## config.mk

```make
export PLATFORM = sky130hd
export DESIGN_NAME = mdu_ctrl_flat
export DESIGN_NICKNAME = d
export VERILOG_FILES = /design/src/rtl/mdu_ctrl_if.sv /design/src/rtl/mdu_ctrl.sv /design/src/flat_wrapper.sv
export SDC_FILE = /design/constraint.sdc
export NUM_CORES = 2
export LEC_CHECK = 0
export ABC_AREA = 1
export CORE_MARGIN = 4
export CORE_UTILIZATION = 35
export DETAILED_ROUTE_END_ITERATION = 8
export SETUP_SLACK_MARGIN = 0.4
export SYNTH_ARGS = -nofsm -noshare
export SYNTH_HDL_FRONTEND = slang
export SYNTH_SLANG_ARGS = --single-unit
```

## constraint.sdc

```tcl
create_clock -name clk -period 18.3 [get_ports clk]
set_clock_uncertainty 0.15 [all_clocks]
set_input_delay 1.83 -clock clk [delete_from_list [all_inputs] [get_ports clk]]
set_output_delay 1.83 -clock clk [all_outputs]
set_load 0.01 [all_outputs]
```

## src/rtl/mdu_ctrl_if.sv

```systemverilog
// Pipeline <-> multiply/divide unit handshake bundle.
// The master side is the EX stage; the slave side is mdu_ctrl.
interface mdu_ctrl_if;
    logic        md_valid;
    logic [2:0]  md_op;
    logic [31:0] rs_val;
    logic [31:0] rt_val;
    logic        mf_req;
    logic        busy;
    logic        stall;
    logic [31:0] hi;
    logic [31:0] lo;
    logic        done;

    modport master (
        output md_valid, md_op, rs_val, rt_val, mf_req,
        input  busy, stall, hi, lo, done
    );

    modport slave (
        input  md_valid, md_op, rs_val, rt_val, mf_req,
        output busy, stall, hi, lo, done
    );
endinterface

```

## src/rtl/mdu_ctrl.sv

```systemverilog
// Multi-cycle mult/div controller owning the HI/LO registers and the pipeline stall.
// Define MDU_DIV_EN to include div/divu; otherwise those opcodes are no-ops.
//
// state  | meaning
// IDLE   | no operation in flight; accepts mult/div, applies mthi/mtlo
// MUL    | mult/multu counting down 5 cycles
// DIV    | div/divu counting down 10 cycles (MDU_DIV_EN only)
module mdu_ctrl (
    input  logic   clk,
    input  logic   reset,
    mdu_ctrl_if.slave bus
);
    localparam logic [2:0] OP_MULT  = 3'b001;
    localparam logic [2:0] OP_MULTU = 3'b010;
    localparam logic [2:0] OP_DIV   = 3'b011;
    localparam logic [2:0] OP_MTHI  = 3'b101;
    localparam logic [2:0] OP_MTLO  = 3'b110;

`ifdef MDU_DIV_EN
    localparam logic [2:0] OP_DIVU  = 3'b100;
    typedef enum logic [1:0] {S_IDLE, S_MUL, S_DIV} state_t;
`else
    typedef enum logic {S_IDLE, S_MUL} state_t;
`endif

    state_t      state_q, state_d;
    logic [3:0]  cnt_q, cnt_d;
    logic [31:0] a_q, a_d, b_q, b_d;
    logic [31:0] hi_q, hi_d, lo_q, lo_d;
    logic        sgn_q, sgn_d;
    logic        done_q, done_d;

    logic        idle, is_mul, accept;
    logic [63:0] a_ext, b_ext, prod;

    assign idle   = (state_q == S_IDLE);
    assign is_mul = (bus.md_op == OP_MULT) | (bus.md_op == OP_MULTU);

    // Sign/zero extension to 64 bits makes one unsigned multiplier serve both forms.
    assign a_ext = {{32{sgn_q & a_q[31]}}, a_q};
    assign b_ext = {{32{sgn_q & b_q[31]}}, b_q};
    assign prod  = a_ext * b_ext;

`ifdef MDU_DIV_EN
    logic        is_div, a_neg, b_neg;
    logic [31:0] a_mag, b_mag, q_mag, r_mag, quo, rem;

    assign is_div = (bus.md_op == OP_DIV) | (bus.md_op == OP_DIVU);
    assign accept = bus.md_valid & idle & (is_mul | is_div);

    // Divide on magnitudes so 0x80000000 / -1 wraps to 0x80000000 instead of overflowing.
    assign a_neg = sgn_q & a_q[31];
    assign b_neg = sgn_q & b_q[31];
    assign a_mag = a_neg ? (32'd0 - a_q) : a_q;
    assign b_mag = b_neg ? (32'd0 - b_q) : b_q;
    assign q_mag = (b_mag == 32'd0) ? 32'd0 : (a_mag / b_mag);
    assign r_mag = (b_mag == 32'd0) ? 32'd0 : (a_mag % b_mag);
    assign quo   = (a_neg ^ b_neg) ? (32'd0 - q_mag) : q_mag;
    assign rem   = a_neg ? (32'd0 - r_mag) : r_mag;
`else
    assign accept = bus.md_valid & idle & is_mul;
`endif

    always_comb begin
        state_d = state_q;
        cnt_d   = cnt_q;
        a_d     = a_q;
        b_d     = b_q;
        sgn_d   = sgn_q;
        hi_d    = hi_q;
        lo_d    = lo_q;
        done_d  = 1'b0;
        case (state_q)
            S_IDLE: begin
                if (accept) begin
                    a_d     = bus.rs_val;
                    b_d     = bus.rt_val;
                    sgn_d   = (bus.md_op == OP_MULT) | (bus.md_op == OP_DIV);
                    state_d = S_MUL;
                    cnt_d   = 4'd5;
`ifdef MDU_DIV_EN
                    if (is_div) begin
                        state_d = S_DIV;
                        cnt_d   = 4'd10;
                    end
`endif
                end else if (bus.md_valid && bus.md_op == OP_MTHI) begin
                    hi_d = bus.rs_val;
                end else if (bus.md_valid && bus.md_op == OP_MTLO) begin
                    lo_d = bus.rs_val;
                end
            end
            default: begin
                cnt_d = cnt_q - 4'd1;
                if (cnt_q == 4'd1) begin
                    state_d = S_IDLE;
                    done_d  = 1'b1;
                    if (state_q == S_MUL) begin
                        hi_d = prod[63:32];
                        lo_d = prod[31:0];
                    end
`ifdef MDU_DIV_EN
                    else if (b_q != 32'd0) begin
                        hi_d = rem;
                        lo_d = quo;
                    end
`endif
                end
            end
        endcase
    end

    always_ff @(posedge clk) begin
        if (reset) begin
            state_q <= S_IDLE;
            cnt_q   <= 4'd0;
            a_q     <= 32'd0;
            b_q     <= 32'd0;
            sgn_q   <= 1'b0;
            hi_q    <= 32'd0;
            lo_q    <= 32'd0;
            done_q  <= 1'b0;
        end else begin
            state_q <= state_d;
            cnt_q   <= cnt_d;
            a_q     <= a_d;
            b_q     <= b_d;
            sgn_q   <= sgn_d;
            hi_q    <= hi_d;
            lo_q    <= lo_d;
            done_q  <= done_d;
        end
    end

    assign bus.busy  = ~idle;
    assign bus.stall = (bus.md_valid & ~idle) | (bus.mf_req & (~idle | accept));
    assign bus.hi    = hi_q;
    assign bus.lo    = lo_q;
    assign bus.done  = done_q;
endmodule

```

## src/flat_wrapper.sv

```systemverilog
// flat-port wrapper written by rule: the top's interface ports become plain ports
module mdu_ctrl_flat 
  (clk, reset, bus_md_valid, bus_md_op, bus_rs_val, bus_rt_val, bus_mf_req, bus_busy, bus_stall, bus_hi, bus_lo, bus_done);
  mdu_ctrl_if bus_i ();
  input  logic clk;
  input  logic reset;
  input wire logic [$bits(bus_i.md_valid)-1:0] bus_md_valid;
  input wire logic [$bits(bus_i.md_op)-1:0] bus_md_op;
  input wire logic [$bits(bus_i.rs_val)-1:0] bus_rs_val;
  input wire logic [$bits(bus_i.rt_val)-1:0] bus_rt_val;
  input wire logic [$bits(bus_i.mf_req)-1:0] bus_mf_req;
  output wire logic [$bits(bus_i.busy)-1:0] bus_busy;
  output wire logic [$bits(bus_i.stall)-1:0] bus_stall;
  output wire logic [$bits(bus_i.hi)-1:0] bus_hi;
  output wire logic [$bits(bus_i.lo)-1:0] bus_lo;
  output wire logic [$bits(bus_i.done)-1:0] bus_done;
  assign bus_i.md_valid = bus_md_valid;
  assign bus_i.md_op = bus_md_op;
  assign bus_i.rs_val = bus_rs_val;
  assign bus_i.rt_val = bus_rt_val;
  assign bus_i.mf_req = bus_mf_req;
  assign bus_busy = bus_i.busy;
  assign bus_stall = bus_i.stall;
  assign bus_hi = bus_i.hi;
  assign bus_lo = bus_i.lo;
  assign bus_done = bus_i.done;
  mdu_ctrl u_core (.clk(clk), .reset(reset), .bus(bus_i));
endmodule
```

; Word-level counts from Yosys, hierarchy flattened
; Cells that the tools add are included.
[totals]
register_bits = 135
input_bits = 71
out_inout_bits = 67
word_cells = 54
[classes]
addsub = 1
mul = 1
eq_ne = 9
n_mux = 15
bitwise = 11
n_reduce_logical = 9
[ops]
columns = cell, count
row1 = $mux W32, 9
row2 = $mul A33 B33 Y64, 1
row3 = $mux W4, 2
row4 = $and A1 B1 Y1, 6
row5 = $eq A3 B2 Y1 const B, 2
row6 = $eq A3 B3 Y1 const B, 2
row7 = $reduce_bool A2 Y1, 3
row8 = $eq A4 B1 Y1 const B, 1
row9 = $mux W1, 4
row10 = $ne A2 B1 Y1 const B, 2
row11 = $or A1 B1 Y1, 4
row12 = $reduce_and A4 Y1, 1
row13 = $sub A4 B1 Y4 const B, 1
row14 = $eq A3 B1 Y1 const B, 1
row15 = $reduce_and A3 Y1, 1
row16 = $logic_and A1 B1 Y1, 2
row17 = $ne A2 B2 Y1 const B, 1
row18 = $reduce_and A2 Y1, 1
row19 = $reduce_or A2 Y1, 1
row20 = $not A1 Y1, 1

; Longest topological paths before layout
[depth]
depth_word = 6
depth_mapped = 36
depth_no_buf = 34

; Worst setup path after synthesis
; Ideal clock, no wire load.
[synth_timing]
path_kind = register -> register
start = register u_core.a_q[31]
end = register u_core.hi_q[30], in the netlist u_core.bus.hi[30]
setup_ns = 0.119
arrival_time_ns = 7.090
required_time_ns = 18.031
path_slack_ns = 10.941
path_stages_with_launch = 31
path_buffers = 2
synth_period_minus_slack_ns = 7.359
cell_sequence = dfxtp_1 > buf_2 > nand2_1 > clkbuf_1 > nor2_1 > fa_1 > inv_1 > fa_1 > inv_1 > fa_1 > inv_1 > fa_1 > fa_1 > inv_1 > fa_1 > inv_1 > fa_1 > fa_1 > inv_1 > ha_1 > inv_1 > nor3_1 > nand2_1 > inv_1 > nand2_1 > nor3_1 > nand2_1 > nand2_1 > nand2_1 > nand3_1 > a21oi_1
[synth_via]
elab_chain_len = 4
[synth_lines]
columns = item, line_no
row1 = from (decl), mdu_ctrl.sv:28  ; logic [31:0] a_q, a_d, b_q, b_d;
row2 = from (signal assigned), mdu_ctrl.sv:117  ; a_q <= 32'd0;
row3 = from (signal assigned), mdu_ctrl.sv:126  ; a_q <= a_d;
row4 = $and A1 B1 Y1, mdu_ctrl.sv:40  ; assign a_ext = {{32{sgn_q & a_q[31]}}, a_q};
row5 = $mul A33 B33 Y64 (*), mdu_ctrl.sv:42  ; assign prod = a_ext * b_ext;
row6 = $mux W32 (*), mdu_ctrl.sv:95  ; if (cnt_q == 4'd1) begin
row7 = $mux W32 (*), mdu_ctrl.sv:73  ; case (state_q)
row8 = to (signal assigned), mdu_ctrl.sv:129  ; hi_q <= hi_d;
row9 = to (decl), mdu_ctrl.sv:29  ; logic [31:0] hi_q, hi_d, lo_q, lo_d;
; Mark *: on every way between the ends. The rest lies on a longest branch, timed or not. The select of a mux whose other input is x is not followed.
; A chain may end at the register's enable or synchronous reset.

; Worst setup path after layout
[layout_timing]
start = register u_core.a_q[31]
end = register u_core.hi_q[25], in the netlist u_core.bus.hi[25]
; The elaborated chain is that of the path after synthesis.

==> results.md <==
* Tot Pwr at 1251 uW
* Share of cells above drive strength 1 at ~2.7%
* GR Util All Layers at around 22%
* Post-CTS Hold Buffers at 0
* Number of antenna violations at the first check in global routing at 3
* PwrDens at 25.64 mW/mm^2
* Int Pwr at 668.3 uW
* Post-synth top cells: 1700 x inv_1, 1475 x nand2_1, 1125 x fa_1
* Seq cells post-synth at approximately 140
* Post-synthesis cell type count at 34
* Max Cap Viol at 0
* Overall die area at 0.1353 mm^2
* Non-filler cells, final at 7487
* Critical path required time at about 19 ns
* Top-area cell type share of the netlist area at about half
* Synthesized instance count at between 5000 and 6000
* Worst EP arrival at roughly 9 ns
* Lkg Pwr at between 0.02 and 0.03 uW
* Post-Route WL at between 100000 and 150000 um
* Synthesized area per cell at slightly below 8 um^2
* Vias in the first global route at 39710
* Total CTS buffers at 17
* Psw at around 580 uW
* Initial Utilization at a little over a third
* Sequential area share after synthesis at slightly below 6%
* Final antenna-violating net count at 0
* Wire per inst at roughly 19 um
* Root buffer cell: clkbuf_16
* Synthesized area at ~0.045 mm^2
* Post-Place Setup Slack at 9.628 ns
* HP Start: u_core.b_q[1]$_SDFFE_PP0P_
* Synth Flop Type: dfxtp_1
* DRC viols at 0
* DRT Pass-1 Iters at 6
* Most frequent cell after synthesis: inv_1
* # IOs at 138
* Clk pwr share at between 20% and 30%
* Hold Path Class: flop to flop
* RR Startpoint: u_core.a_q[31]$_SDFFE_PP0P_
* Die W at between 300 and 400 um
* Total gr overflow at 0
* Worst slew margin at ~20%
* Slew @ Worst Pin at approximately 1.2 ns
* Top area cells in the synthesized netlist: fa_1 50%, inv_1 14%, nand2_1 12%
* Peak supply drop at 69.72 uV
* Slowest stage delay, CP at 0.86 ns
* CP Capture Type: flop
* Crit path kind: flop to flop
* Reg power frac at 26.5%
* Placer congestion estimate at roughly 1
* Critical Path Source Type: flop
* H-tree Lvls at 4
* Yosys top cell by area: fa_1
* Register area at about 0.0027 mm^2
* Final min period at between 8 and 9 ns
* Fillcell total at approximately 13000
* Final WS setup at approximately 9.5 ns
* Final slew viol count at 0
* Status: finished, final reports clean
* Syn_nets at 7242
* Standard-cell row count at 131
* Sw Share at 46.56%
* Fmax at ~110 MHz
* Async S/R FF share, synth at 0%
* Clock Sinks at roughly 140
* Synth Warn # at 0
* Worst-skew pair later-pin latency at a little under 0.5 ns
* RSZ-0062 raised after global routing: false
* Fin. Hold Viols at 0
* Placeable Area at between 0.1 and 0.15 mm^2
* Reg clk slew, reported paths at roughly 0.08 ns
* CTS tree: yes
* Multi-input gate area at ~0.035 mm^2
* CTS Buffer Depth at 2
* Largest net degree at the start of global routing at 79
* Nets at between 7000 and 8000
* Setup crit start: u_core.a_q[31]$_SDFFE_PP0P_
* Final setup fails at 0
* Area growth syn-to-layout at 7.627%
* Detailed Place HPWL at roughly 120000 um
* Worst-path fanout max at 36
* Vias/cell at about 4.9
* Final core occ at approximately two fifths
* Post-synth EDFFs at 0
* Fin crit share at a little under half
* Post-CTS setup buffers at 0
* Crit-path slowest cell: fa_1
* Setup TNS at 0 ns
* Vias at ~36000
* Drt initial violations at between 2000 and 3000
* First-pass GRT wire length at between 200000 and 250000 um
* Cell mode on critical path: fa_1
* Post-CTS Resized at 0
* Comb pwr share at ~44%
* Dpl cells at about 7500
* Die Span Y at between 300 and 400 um
* IO buf count at 137
==> cell type report <==
class	instances	share of cell area, %
Multi-Input combinational cell	3683	71.85
Inverter	1701	13.09
Sequential cell	135	5.560
Tap cell	1729	4.436
Timing Repair Buffer	206	3.874
Clock buffer	17	0.8723
Clock inverter	15	0.3130
Antenna cell	1	0.005131
==> state kept, by name, summed over array words and instances (netlist names) <==
signal,count
u_core.b_q,32
u_core.bus.busy,1
u_core.cnt_q,4
u_core.sgn_q,1
u_core.bus.hi,32
u_core.bus.done,1
u_core.a_q,32
u_core.bus.lo,32
==> through the flow <==
step	hold slack [ns]	cell area [um^2]
final	0.3347	48770
after global routing	0.3582	48770
after CTS	0.3350	48770
after detailed placement	0.3225	48190
after global placement	0.3126	48190
after floorplan	0.3241	45310
==> worst max-delay path, delay by kind of cell (launching register included) <==
kind,cells,cell delay [ns]
adders and majority gates,9,4.81
AOI/OAI and AO/OA,1,0.15
DFF,1,0.31
and+or+nand+nor,10,1.59
buffers and inverters,9,1.67
==> power groups by stage <==
| stage | sequential [uW] | combinational [uW] | clock (uW) |
|---|---|---|---|
| 2_1_floorplan | 324 | 321 | 0 |
| 3_3_place_gp | 337 | 541 | 0 |
| 3_5_place_dp | 337 | 543 | 0 |
| 4_1_cts | 330 | 549 | 381 |
| 5_1_grt | 333 | 600 | 387 |
| 6_report | 331 | 548 | 371 |
==> worst paths after layout <==
kind / slack (ns) / endpoint / cells after the start
setup / recovery: 9.54 / u_core.bus.hi[25]$_SDFFE_PP0P_ / 29
hold / removal: 0.33 / u_core.b_q[1]$_SDFFE_PP0P_ / 2
setup reg to reg: 9.54 / u_core.bus.hi[25]$_SDFFE_PP0P_ / 29
hold reg to reg: 0.33 / u_core.b_q[1]$_SDFFE_PP0P_ / 2
==> layer usage <==
layer | routed length (um) | track usage (%)
met1 | 60080 | 28.89
met2 | 70880 | 38.27
met3 | 8603 | 2.610
met4 | 5813 | 8.030
met5 | 6 | 0
==> logic make-up after synthesis <==
family / synth area share [%]
buffers and inverters: 16.73
XOR/XNOR: 0.1933
AND/OR/NAND/NOR: 16.80
AO/OA/AOI/OAI: 4.702
flip-flops: 5.964
adder cells (fa/ha/maj): 55.61
==> layout by cell type, fill, tap and decap left out, types with 2 or more instances in the layout <==
cell type,synthesis,routed
a211oi_1,9,9
a21oi_1,192,192
a21oi_2,4,4
a31oi_1,10,10
buf_4,0,69
clkbuf_16,0,17
clkdlybuf4s50_1,0,137
clkinv_4,0,4
clkinv_8,0,2
dfxtp_1,135,128
dfxtp_2,0,7
fa_1,1125,1125
ha_1,214,214
inv_1,1700,1699
inv_6,0,5
inv_8,0,3
nand2_1,1475,1474
nand2_2,8,8
nand2_4,1,2
nand3_1,116,116
nand3_2,5,5
nand3b_1,3,3
nand4_1,27,27
nor2_1,255,255
nor2_2,6,6
nor3_1,14,14
o21ai_0,165,165
o21bai_1,18,18
o22ai_1,2,2
or2_2,18,18
xnor2_1,3,3
xor2_1,7,7
No activity file was read; power rests on OpenSTA's default activity.
